`src/rtl/bldc_startup_sequencer_if.sv`:
```
// bldc_startup_sequencer_if: control/status bundle between the startup sequencer and its surroundings
interface bldc_startup_sequencer_if #(
  parameter int GAIN_W = 16
);
  logic              start;
  logic              stop;
  logic              clear_fault;
  logic              encoder_change;
  logic [15:0]       desired_velocity;
  logic              apply_initial_commutation;
  logic [GAIN_W-1:0] align_gain;
  logic              reset_encoder_count;
  logic              commutation_enable;
  logic              loop_enable;
  logic              fault;
  logic [2:0]        state_code;
  modport master (
    output start, stop, clear_fault, encoder_change, desired_velocity,
    input  apply_initial_commutation, align_gain, reset_encoder_count,
           commutation_enable, loop_enable, fault, state_code
  );
  modport slave (
    input  start, stop, clear_fault, encoder_change, desired_velocity,
    output apply_initial_commutation, align_gain, reset_encoder_count,
           commutation_enable, loop_enable, fault, state_code
  );
endinterface

```
`src/rtl/bldc_startup_sequencer.sv`:
```
// bldc_startup_sequencer: align-ramp / hold / zero / run sequencer with optional stall fault (BLDC_STALL_DETECT_EN)
module bldc_startup_sequencer #(
  parameter int GAIN_W           = 16,
  parameter int RAMP_STEP_CYCLES = 1024,
  parameter int ALIGN_GAIN_MAX   = 256,
  parameter int HOLD_CYCLES      = 65536,
  parameter int STALL_CYCLES     = 1000000
) (
  input logic                  clk,
  input logic                  reset,
  bldc_startup_sequencer_if.slave bus
);
  typedef enum logic [2:0] {IDLE = 3'd0, RAMP = 3'd1, HOLD = 3'd2, ZERO = 3'd3, RUN = 3'd4, FAULT = 3'd5} state_t;
  localparam int TMAX = RAMP_STEP_CYCLES > HOLD_CYCLES ? RAMP_STEP_CYCLES : HOLD_CYCLES;
  localparam int TW = $clog2(TMAX) + 1;
  localparam logic [TW-1:0] RAMP_LAST = TW'(RAMP_STEP_CYCLES - 1);
  localparam logic [TW-1:0] HOLD_LAST = TW'(HOLD_CYCLES - 1);
  localparam logic [GAIN_W-1:0] GMAX = GAIN_W'(ALIGN_GAIN_MAX);
  state_t state_q, state_d;
  logic [TW-1:0] tmr_q, tmr_d;
  logic [GAIN_W-1:0] gain_q, gain_d;
  logic apply_initial_commutation_q, apply_initial_commutation_d;
  logic [GAIN_W-1:0] align_gain_q, align_gain_d;
  logic reset_encoder_count_q, reset_encoder_count_d;
  logic commutation_enable_q, commutation_enable_d;
  logic loop_enable_q, loop_enable_d;
  logic fault_q, fault_d;
`ifdef BLDC_STALL_DETECT_EN
  localparam int SW = $clog2(STALL_CYCLES) + 1;
  localparam logic [SW-1:0] STALL_LAST = SW'(STALL_CYCLES - 1);
  logic [SW-1:0] stall_q, stall_d;
`else
  logic unused_in;
  assign unused_in = ^{bus.encoder_change, bus.desired_velocity};
`endif
  // next state, phase timers and registered output values derived from the next state
  always_comb begin
    state_d = state_q;
    tmr_d = tmr_q;
    gain_d = gain_q;
`ifdef BLDC_STALL_DETECT_EN
    stall_d = '0;
`endif
    if (bus.stop && state_q inside {RAMP, HOLD, ZERO, RUN}) begin
      state_d = IDLE;
    end else begin
      case (state_q)
        IDLE: if (bus.start && !bus.stop) state_d = RAMP;
        RAMP: begin
          if (GMAX == '0) begin
            state_d = HOLD;
          end else if (tmr_q == RAMP_LAST) begin
            tmr_d = '0;
            gain_d = gain_q + 1'b1;
            if (gain_d == GMAX) state_d = HOLD;
          end else begin
            tmr_d = tmr_q + 1'b1;
          end
        end
        HOLD: begin
          if (tmr_q == HOLD_LAST) begin
            tmr_d = '0;
            state_d = ZERO;
          end else begin
            tmr_d = tmr_q + 1'b1;
          end
        end
        ZERO: state_d = RUN;
        RUN: begin
`ifdef BLDC_STALL_DETECT_EN
          if (!bus.encoder_change && bus.desired_velocity != '0) begin
            if (stall_q == STALL_LAST) state_d = FAULT;
            else stall_d = stall_q + 1'b1;
          end
`endif
        end
        FAULT: if (bus.clear_fault) state_d = IDLE;
        default: state_d = IDLE;
      endcase
    end
    if (!(state_d inside {RAMP, HOLD, ZERO})) begin
      tmr_d = '0;
      gain_d = '0;
    end
    apply_initial_commutation_d = state_d inside {RAMP, HOLD, ZERO};
    align_gain_d = gain_d;
    reset_encoder_count_d = state_d == ZERO;
    commutation_enable_d = state_d inside {RAMP, HOLD, ZERO, RUN};
    loop_enable_d = state_d == RUN;
    fault_d = state_d == FAULT;
  end
  // state, counters and output registers with asynchronous clear
  always_ff @(posedge clk or negedge reset) begin
    if (!reset) begin
      state_q <= IDLE;
      tmr_q <= '0;
      gain_q <= '0;
      apply_initial_commutation_q <= 1'b0;
      align_gain_q <= '0;
      reset_encoder_count_q <= 1'b0;
      commutation_enable_q <= 1'b0;
      loop_enable_q <= 1'b0;
      fault_q <= 1'b0;
    end else begin
      state_q <= state_d;
      tmr_q <= tmr_d;
      gain_q <= gain_d;
      apply_initial_commutation_q <= apply_initial_commutation_d;
      align_gain_q <= align_gain_d;
      reset_encoder_count_q <= reset_encoder_count_d;
      commutation_enable_q <= commutation_enable_d;
      loop_enable_q <= loop_enable_d;
      fault_q <= fault_d;
    end
  end
`ifdef BLDC_STALL_DETECT_EN
  // cycles in RUN without encoder motion while a nonzero velocity is commanded
  always_ff @(posedge clk or negedge reset) begin
    if (!reset) stall_q <= '0;
    else stall_q <= stall_d;
  end
`endif
  assign bus.apply_initial_commutation = apply_initial_commutation_q;
  assign bus.align_gain = align_gain_q;
  assign bus.reset_encoder_count = reset_encoder_count_q;
  assign bus.commutation_enable = commutation_enable_q;
  assign bus.loop_enable = loop_enable_q;
  assign bus.fault = fault_q;
  assign bus.state_code = state_q;
endmodule

```
`src/flat_wrapper.sv`:
```
// flat-port wrapper written by rule: the top's interface ports become plain ports
module bldc_startup_sequencer_flat 
#(
  parameter int GAIN_W           = 16,
  parameter int RAMP_STEP_CYCLES = 1024,
  parameter int ALIGN_GAIN_MAX   = 256,
  parameter int HOLD_CYCLES      = 65536,
  parameter int STALL_CYCLES     = 1000000
)
  (clk, reset, bus_start, bus_stop, bus_clear_fault, bus_encoder_change, bus_desired_velocity, bus_apply_initial_commutation, bus_align_gain, bus_reset_encoder_count, bus_commutation_enable, bus_loop_enable, bus_fault, bus_state_code);
  bldc_startup_sequencer_if #(.GAIN_W(GAIN_W)) bus_i ();
  input logic clk;
  input logic reset;
  input wire logic [$bits(bus_i.start)-1:0] bus_start;
  input wire logic [$bits(bus_i.stop)-1:0] bus_stop;
  input wire logic [$bits(bus_i.clear_fault)-1:0] bus_clear_fault;
  input wire logic [$bits(bus_i.encoder_change)-1:0] bus_encoder_change;
  input wire logic [$bits(bus_i.desired_velocity)-1:0] bus_desired_velocity;
  output wire logic [$bits(bus_i.apply_initial_commutation)-1:0] bus_apply_initial_commutation;
  output wire logic [$bits(bus_i.align_gain)-1:0] bus_align_gain;
  output wire logic [$bits(bus_i.reset_encoder_count)-1:0] bus_reset_encoder_count;
  output wire logic [$bits(bus_i.commutation_enable)-1:0] bus_commutation_enable;
  output wire logic [$bits(bus_i.loop_enable)-1:0] bus_loop_enable;
  output wire logic [$bits(bus_i.fault)-1:0] bus_fault;
  output wire logic [$bits(bus_i.state_code)-1:0] bus_state_code;
  assign bus_i.start = bus_start;
  assign bus_i.stop = bus_stop;
  assign bus_i.clear_fault = bus_clear_fault;
  assign bus_i.encoder_change = bus_encoder_change;
  assign bus_i.desired_velocity = bus_desired_velocity;
  assign bus_apply_initial_commutation = bus_i.apply_initial_commutation;
  assign bus_align_gain = bus_i.align_gain;
  assign bus_reset_encoder_count = bus_i.reset_encoder_count;
  assign bus_commutation_enable = bus_i.commutation_enable;
  assign bus_loop_enable = bus_i.loop_enable;
  assign bus_fault = bus_i.fault;
  assign bus_state_code = bus_i.state_code;
  bldc_startup_sequencer #(.GAIN_W(GAIN_W), .RAMP_STEP_CYCLES(RAMP_STEP_CYCLES), .ALIGN_GAIN_MAX(ALIGN_GAIN_MAX), .HOLD_CYCLES(HOLD_CYCLES), .STALL_CYCLES(STALL_CYCLES)) u_core (.clk(clk), .reset(reset), .bus(bus_i));
endmodule
```
`config.mk`:
```
export PLATFORM = sky130hd
export DESIGN_NAME = bldc_startup_sequencer_flat
export DESIGN_NICKNAME = d
export VERILOG_FILES = /design/src/rtl/bldc_startup_sequencer_if.sv /design/src/rtl/bldc_startup_sequencer.sv /design/src/flat_wrapper.sv
export SDC_FILE = /design/constraint.sdc
export NUM_CORES = 1
export LEC_CHECK = 0
export BUFFER_PORTS_ARGS = -buffer_cell sky130_fd_sc_hd__buf_4
export CAP_MARGIN = 20
export CORE_UTILIZATION = 56
export CTS_CLUSTER_DIAMETER = 30
export DETAILED_ROUTE_END_ITERATION = 16
export PLACE_DENSITY = 0.81
export SLEW_MARGIN = 0
export SYNTH_ARGS = -nofsm -noshare
export SYNTH_HDL_FRONTEND = slang
export SYNTH_SLANG_ARGS = --single-unit
```
`constraint.sdc`:
```
create_clock -name clk -period 3 [get_ports clk]
set_clock_uncertainty 0.2 [all_clocks]
set_input_delay 0.45 -clock clk [delete_from_list [all_inputs] [get_ports clk]]
set_output_delay 0.45 -clock clk [all_outputs]
set_load 0.1 [all_outputs]
```
=== Word level (Yosys, flattened, before mapping) ===
Index checks and enable logic that the tools add are counted.
Widths: inputs -> output; s select.

* Register bits: 41
* Input port bits: 22

* $add $sub $neg: 2
* Eq/ne operators: 17
* Multiplexer cells: 16
* Reduce and logical (&&, ||, !) cells: 9

{| class="wikitable"
|+ Operator list
! cell !! count
|-
| $mux 17 || 4
|-
| $mux 16 || 4
|-
| $pmux 17 s2 || 1
|-
| $mux 3 || 6
|-
| $pmux 3 s6 || 1
|-
| $add 17x1->17 const B || 1
|-
| $eq 17x10->1 const B || 1
|-
| $eq 17x16->1 const B || 1
|-
| $add 16x1->16 const B || 1
|-
| $eq 16x9->1 const B || 1
|-
| $eq 3x2->1 const B || 4
|-
| $eq 3x3->1 const B || 4
|-
| $reduce_bool 4->1 || 2
|-
| $eq 3x1->1 const B || 2
|-
| $ne 2x2->1 const B || 3
|-
| $logic_not 3->1 || 1
|-
| $ne 3x3->1 const B || 1
|-
| $reduce_and 3->1 || 1
|-
| $reduce_bool 3->1 || 1
|-
| $logic_and 1x1->1 || 2
|-
| $reduce_and 2->1 || 1
|-
| $logic_not 1->1 || 1
|}

=== Logic depth before layout (Yosys ltp) ===
Gate-level depths: netlist of the first run.

* Word-level depth: 10
* Mapped depth: 13

=== Worst setup path before layout of the first run ===
OpenSTA, ideal clock, no wires.

* Path type: reg-to-reg
* From: reg u_core.tmr_q[0]
* To: reg u_core.tmr_q[15]
* Library setup time: 0.078 ns
* Arrival: 2.486 ns
* Setup slack: 0.236 ns
* Stages on the path, launching flop included: 14
* Path buffers: 1
* Period minus slack after synthesis: 2.764 ns
* Cell sequence: dfrtp_1 ha_1 nand3_1 nor4_1 and3_1 nand3_1 inv_1 ha_1 nor2_1 inv_1 and2_1 buf_4 or4_1 a21oi_1

* Cells in the longest elaborated chain, start to end: 8
* Elaborated cells between the ends (all ways): 19
* Those cells by class: add/sub (1); eq/ne (7); mux (9); reduce/logical (2)

{| class="wikitable"
|+ RTL lines
! what !! RTL line !! RTL
|-
| start: declaration || bldc_startup_sequencer.sv:20 || <nowiki>logic [TW-1:0] tmr_q, tmr_d;</nowiki>
|-
| start signal: assignment || bldc_startup_sequencer.sv:106 || <nowiki>tmr_q <= tmr_d;</nowiki>
|-
| $eq 17x16->1 / $eq 17x10->1 (equally long branches) || bldc_startup_sequencer.sv:61, bldc_startup_sequencer.sv:52 ||
|-
| $mux 3, on equally long branches || bldc_startup_sequencer.sv:61, bldc_startup_sequencer.sv:52 ||
|-
| $pmux 3 s6 || bldc_startup_sequencer.sv:47 || <nowiki>case (state_q)</nowiki>
|-
| $mux 3 || bldc_startup_sequencer.sv:44 || <nowiki>if (bus.stop && state_q inside {RAMP, HOLD, ZERO, RUN}) begin</nowiki>
|-
| $eq 3x1->1 / $eq 3x2->1 (equally long branches) || bldc_startup_sequencer.sv:81 || <nowiki>if (!(state_d inside {RAMP, HOLD, ZERO})) begin</nowiki>
|-
| $reduce_bool 3->1 || bldc_startup_sequencer.sv:81 ||
|-
| $ne 3x3->1 (no line) / $ne 2x2->1 (equally long branches) || -- ||
|-
| $reduce_and 2->1 (no line) || -- ||
|}

Parallel ways exist; a longest one is shown, timed or not. The select of a mux whose other input is x is not followed.
A chain may end at the register's enable or synchronous reset.

=== Final worst setup path of the first run ===
* From: reg u_core.tmr_q[0]
* To: reg u_core.tmr_q[6]

The elaborated chain is that of the path after synthesis.

==> out/results.tsv, run 1 <==
metric	value	unit
Vias/cell	5.91	
IO buf count	28	
most instantiated cells after synthesis	dfrtp_1 (41), nor2_1 (39), nand2_1 (28), a21oi_1 (24), xnor2_1 (16)	
Post-synth EDFFs	0	
NumNets Final	359	
GRT Overall Usage	0.254	
synthesized area per cell	8.41	um^2
largest net degree at the start of global routing	42	
CP endpoint kind	flip-flop	
hold_sp	bus_stop	
slowest CP cell	or4_1	
most common cell in the synthesized netlist	dfrtp_1	
Root Buffer	clkbuf_8	
initial antenna violation count	0	
detailed-route DRC error count	0	
CTS tree	yes	
Final Hold Viols	0	
Power Density	368	mW/mm^2
GRT overflow	0	
CP max stage delay	470	ps
Worst slew margin	0.585	
Non-Filler Instances	385	
CP bufs+invs	2	
Yosys reg bits	41	
cell taking the most area after synthesis	dfrtp_1	
first-pass GRT wire length	9670	um
# clock sinks	41	
slew at the pin closest to its max-slew limit	617	ps
FF-to-FF Start	u_core.tmr_q[0]	
nature of the critical path startpoint	flip-flop	
Reg2Reg Depth	12	
DR iter-0 viols	170	
GP Congestion	0.878	
# IOs	46	
Setup TNS	0	ps
final setup vio count	0	
final critical-path required period	2810	ps
ANT cells	0	
hold path endpoint	u_core.bus.loop_enable	
Synth-to-Final Area Change	16.9	%
Pins Over Slew Limit	0	
RR Endpoint	u_core.tmr_q[6]	
worst hold path type	in -> reg	
H-tree depth	2	
vias in the first global route	2115	
count of unique library cells instantiated by Yosys	48	
fmax	0.356	GHz
Cells on Worst Hold Path	2	
antenna-violating nets left	0	
top_reg_cell synth	dfrtp_1	
num rows	24	
die area	0.00478	mm^2
wirelength, routed	5730	um
Longest Clk Path Bufs	2	
RSZ-0062 raised after global routing	false	
MaxCap Viol Count	0	
worst-path cell chain	ha_1, nand3_1, nor4_4, and3_1, nand3_1, inv_1, ha_1, nor2_1, inv_1, and2_2, or4_1, a21oi_1	
Finished Core Util	0.678	
Clk Latency, worst-skew pair	300	ps
height of the die	69.1	um
Chip Width	69.1	um
CP Class	reg -> reg	
Tcrit/Tclk final	0.937	
via count	2276	
leakage power	0.00123	uW
CP required	3020	ps
Synth area leaders	dfrtp_1 (41%), nor2_1 (5.8%), xnor2_1 (5.6%), a21oi_1 (4.8%), nand2_1 (4.2%)	
core outline area	0.00435	mm^2
HPWL Detailed	3980	um
Num CTS Buffers	5	
crit path max fanout	9	
# placed instances	377	
setup bufs post-CTS	0	
Syn Inst Count	300	
async set or reset register ratio after synthesis	1.00	
wire per inst	14.9	um
net count after synthesis	326	
Initial Util	0.580	
first drt pass iteration count	4	
Synthesis Warnings	0	
sequential element share of the synthesized area	0.407	
R2R setup slack	190	ps
CP top delay family	simple AND/OR/NAND/NOR gates	
share of layout cells above drive strength 1	0.180	
Synth top area share	0.407	
maximum vdd drop	212	uV
outcome	finished, final reports clean	
Worst-path clk slew	70	ps
Arrival @ worst endpoint	2830	ps
Post-Syn Area	0.00252	mm^2
[stage by stage]
| step | hold WS, ps | power [uW] | cell area, um^2 | setup slack (ps) |
|---|---|---|---|---|
| 6_report | 164 | 1090 | 2950 | 190 |
| 2_1_floorplan | -45.6 | 679 | 2520 | 236 |
| 4_1_cts | 158 | 1100 | 2930 | 83.6 |
| 3_5_place_dp | 260 | 725 | 2830 | 153 |
| 5_1_grt | 171 | 1140 | 2950 | 4.54 |
| 3_3_place_gp | 259 | 722 | 2830 | 158 |
[metal layers]
layer | share of wire | vias to the layer above | wire length (um) | global-route usage
li1 | - | 1131 | - | -
met1 | 0.44 | 1090 | 2540 | 0.333
met2 | 0.50 | 49 | 2850 | 0.414
met3 | 0.044 | 6 | 253 | 0.0482
met4 | 0.013 | 0 | 76 | 0.0998
met5 | 0 | - | 0 | 0
[layout make-up]
| type | instances | area, um^2 |
|---|---|---|
| tap | 52 | 65.1 |
| clock buffer | 6 | 82.6 |
| clock inverter | 1 | 7.51 |
| fill | 368 | 1400 |
| inverter | 9 | 33.8 |
| timing repair buffer | 42 | 318 |
| multi-input combinational | 234 | 1420 |
| sequential | 41 | 1030 |
[worst max-delay path by stage]
stage,start,end,slack [ps],depth (start not counted)
3_5_place_dp,u_core.tmr_q[0],u_core.tmr_q[5],150,12
3_3_place_gp,u_core.tmr_q[0],u_core.tmr_q[5],160,12
6_report,u_core.tmr_q[0],u_core.tmr_q[6],190,12
4_1_cts,u_core.tmr_q[0],u_core.tmr_q[5],80,12
2_1_floorplan,u_core.tmr_q[0],u_core.tmr_q[15],240,13
5_1_grt,u_core.tmr_q[0],u_core.tmr_q[12],5,12
[flip-flops by register name, summed over array words and instances (netlist names)]
name and count:
u_core.bus.reset_encoder_count 1, u_core.bus.fault 1, u_core.tmr_q 17, u_core.bus.apply_initial_commutation 1, u_core.bus.commutation_enable 1, u_core.gain_q 16
u_core.bus.loop_enable 1, u_core.bus.state_code 3
[logic make-up after synthesis]
kind of cell               count (synthesis)  share of synthesized area
and+or+nand+nor                          149                      0.303
DFF                                       41                      0.407
AOI/OAI and AO/OA                         60                      0.156
muxes                                      4                     0.0159
xor gates and xnor gates                  17                     0.0590
adders and majority gates                  4                     0.0198
buffers and inverters                     25                     0.0397
[cells in the final DEF (no fill, tap or decap), types with 2 or more instances in the layout]
cell type and n:
or2_2 3, nand2b_1 3, nor2b_1 4, nand4_1 8, and3_1 3, dfrtp_1 41, or4_1 2, inv_1 9
o21ai_0 9, o21ai_1 3, mux2i_1 4, a21oi_1 23, nor3b_1 3, nor4_1 10, nor4_2 2, buf_4 41
clkbuf_8 6, a31oi_1 5, a32o_1 4, ha_1 4, nor2_1 39, nor3_1 14, or3_1 5, and4_1 2
nand3_1 12, a2bb2oi_1 4, nand2_1 28, and2_1 4, xnor2_1 16
[timing repair]
item | CTS | global route
hold endpoints to repair | 41 | 0
hold buffers | 1 | 0
setup endpoints to repair | 0 | 14
gates resized for setup | 0 | 4
[report_power, final]
group | switching, uW | leakage [uW] | internal, uW
registers | 11.1 | 0.000568 | 559
logic | 102 | 0.000615 | 44.0
clock network | 189 | 0.0000433 | 182
Power figures use the tool's default switching activity.
==> run 2, diff against run 1 <==
CORE_UTILIZATION = 25   (was 56)
PLACE_DENSITY = 0.43   (was 0.81)
==> out/results.tsv, run 2 (synthesized netlist as in run 1, its figures left out) <==
metric	value	unit
wirelength, routed	6840	um
Cells on Worst Hold Path	2	
metal2 WL	3160	um
Power Density	375	mW/mm^2
Comb pwr share	0.145	
MaxCap Viol Count	0	
NumNets Final	369	
CP Class	reg -> reg	
Sw Share	0.274	
height of the die	102	um
M1 WL	3430	um
slew at the pin closest to its max-slew limit	546	ps
Root Buffer	clkbuf_8	
largest register by flop count	u_core.tmr_q	
multi-input gate area in the final layout	0.00141	mm^2
fmax	0.353	GHz
Worst-path clk slew	80	ps
H-tree depth	2	
Num CTS Buffers	5	
die area	0.0105	mm^2
internal power	857	uW
Tcrit/Tclk final	0.944	
leakage power	0.00128	uW
# IOs	46	
Chip Width	102	um
Worst slew margin	0.636	
maximum vdd drop	146	uV
GRT Overall Usage	0.143	
detailed-route DRC error count	0	
nature of the critical path startpoint	flip-flop	
Initial Util	0.258	
wire per inst	14.4	um
Final Hold Viols	0	
HPWL Detailed	4810	um
final setup vio count	0	
GRT overflow	0	
Clk pwr share	0.376	
DR top layer	met4	
final critical-path required period	2830	ps
Synth-to-Final Area Change	24.5	%
first drt pass iteration count	4	
initial antenna violation count	0	
CP required	3020	ps
vias in the first global route	2243	
Clk Latency, worst-skew pair	290	ps
IO buf count	28	
via count	2310	
CP endpoint kind	flip-flop	
max reg flops	17	
crit path max fanout	9	
Reg2Reg Depth	13	
Pins Over Slew Limit	0	
commonest non-fill, non-tap cell in the layout	buf_4	
worst hold path type	in -> reg	
antenna-violating nets left	0	
share of layout cells above drive strength 1	0.201	
Reg power frac	0.479	
Longest Clk Path Bufs	2	
largest net degree at the start of global routing	42	
WL met3	189	um
commonest non-fill, non-tap cells in the layout	buf_4 (50), dfrtp_1 (41), nor2_1 (39)	
CTS tree	yes	
# clock sinks	41	
DR iter-0 viols	81	
Setup TNS	0	ps
num rows	36	
Arrival @ worst endpoint	2850	ps
slowest CP cell	or4_1	
# placed instances	468	
Psw	323	uW
worst-path cell chain	ha_1, nand3_1, nor4_2, and3_1, nand3_1, inv_1, ha_1, nor2_1, inv_1, and2_1, buf_12, or4_1, a21oi_1	
register area	0.00103	mm^2
CP max stage delay	460	ps
GP Congestion	0.758	
Vias/cell	4.85	
first-pass GRT wire length	11600	um
ANT cells	0	
core outline area	0.00977	mm^2
number of fillers in the final layout	1075	
outcome	finished, final reports clean	
Non-Filler Instances	476	
## run 2: cell count changes in the layout (fill, tap and decap cells not counted)
cell        delta
and2_1         +1
and2_2         -1
buf_12         +1
buf_4          +9
bufinv_16      +1
clkbuf_8       -1
clkinv_2       +1
clkinvlp_4     -1
nor4_2         +1
nor4_4         -1
## run 2: metal layers
| metal | vias to the layer above | GRT usage |
|---|---|---|
| li1 | 1158 | - |
| met1 | 1107 | 0.202 |
| met2 | 38 | 0.225 |
| met3 | 7 | 0.0239 |
| met4 | 0 | 0.0363 |
| met5 | - | 0 |
## run 2: power groups by stage
| stage | registers [uW] | clock network [uW] | logic (uW) |
|---|---|---|---|
| 2_1_floorplan | 605 | 0 | 73.9 |
| 3_3_place_gp | 576 | 0 | 172 |
| 3_5_place_dp | 576 | 0 | 173 |
| 4_1_cts | 565 | 467 | 174 |
| 5_1_grt | 566 | 479 | 188 |
| 6_report | 565 | 444 | 171 |
## run 2: path summary, 6_finish.rpt
kind	start	endpoint	slack (ps)
setup / recovery	u_core.tmr_q[0]	u_core.tmr_q[15]	170
hold / removal	bus_stop	u_core.bus.loop_enable	180
setup reg to reg	u_core.tmr_q[0]	u_core.tmr_q[15]	170
hold reg to reg	u_core.tmr_q[7]	u_core.tmr_q[7]	410
max in group asynchronous	reset	u_core.tmr_q[3]	1740
min in group asynchronous	reset	u_core.bus.commutation_enable	500
## run 2: area by class of cell
class / count / area share
clock buffer: 5 / 0.0219
clock inverter: 2 / 0.0111
inverter: 9 / 0.0107
multi-input combinational: 234 / 0.448
sequential: 41 / 0.326
tap: 133 / 0.0529
timing repair buffer: 52 / 0.129
## run 2: stage by stage
step / instance area, um^2 / utilization / total power, uW / setup WS, ps / hold WS [ps]
2_1_floorplan: 2520 / - / 679 / 236 / -45.6
3_3_place_gp: 3020 / 0.309 / 748 / 168 / 293
3_5_place_dp: 3020 / 0.309 / 749 / 123 / 288
4_1_cts: 3130 / 0.321 / 1210 / 91.4 / 166
5_1_grt: 3140 / 0.322 / 1230 / -11.7 / 186
6_report: 3140 / 0.322 / 1180 / 169 / 179
## run 2: critical path, delay by kind of cell (launching register included)
| kind | cells | cell delay [ps] |
|---|---|---|
| AOI/OAI and AO/OA | 1 | 150 |
| adders and majority gates | 2 | 410 |
| buffers and inverters | 3 | 280 |
| DFF | 1 | 390 |
| and+or+nand+nor | 7 | 1320 |
## run 2: repair_timing
action | in CTS | in global routing
resized for setup | 0 | 2
setup endpoints to repair | 0 | 12
setup buffers | 0 | 0
endpoints found under the hold margin | 41 | 0
hold buffers | 1 | 0
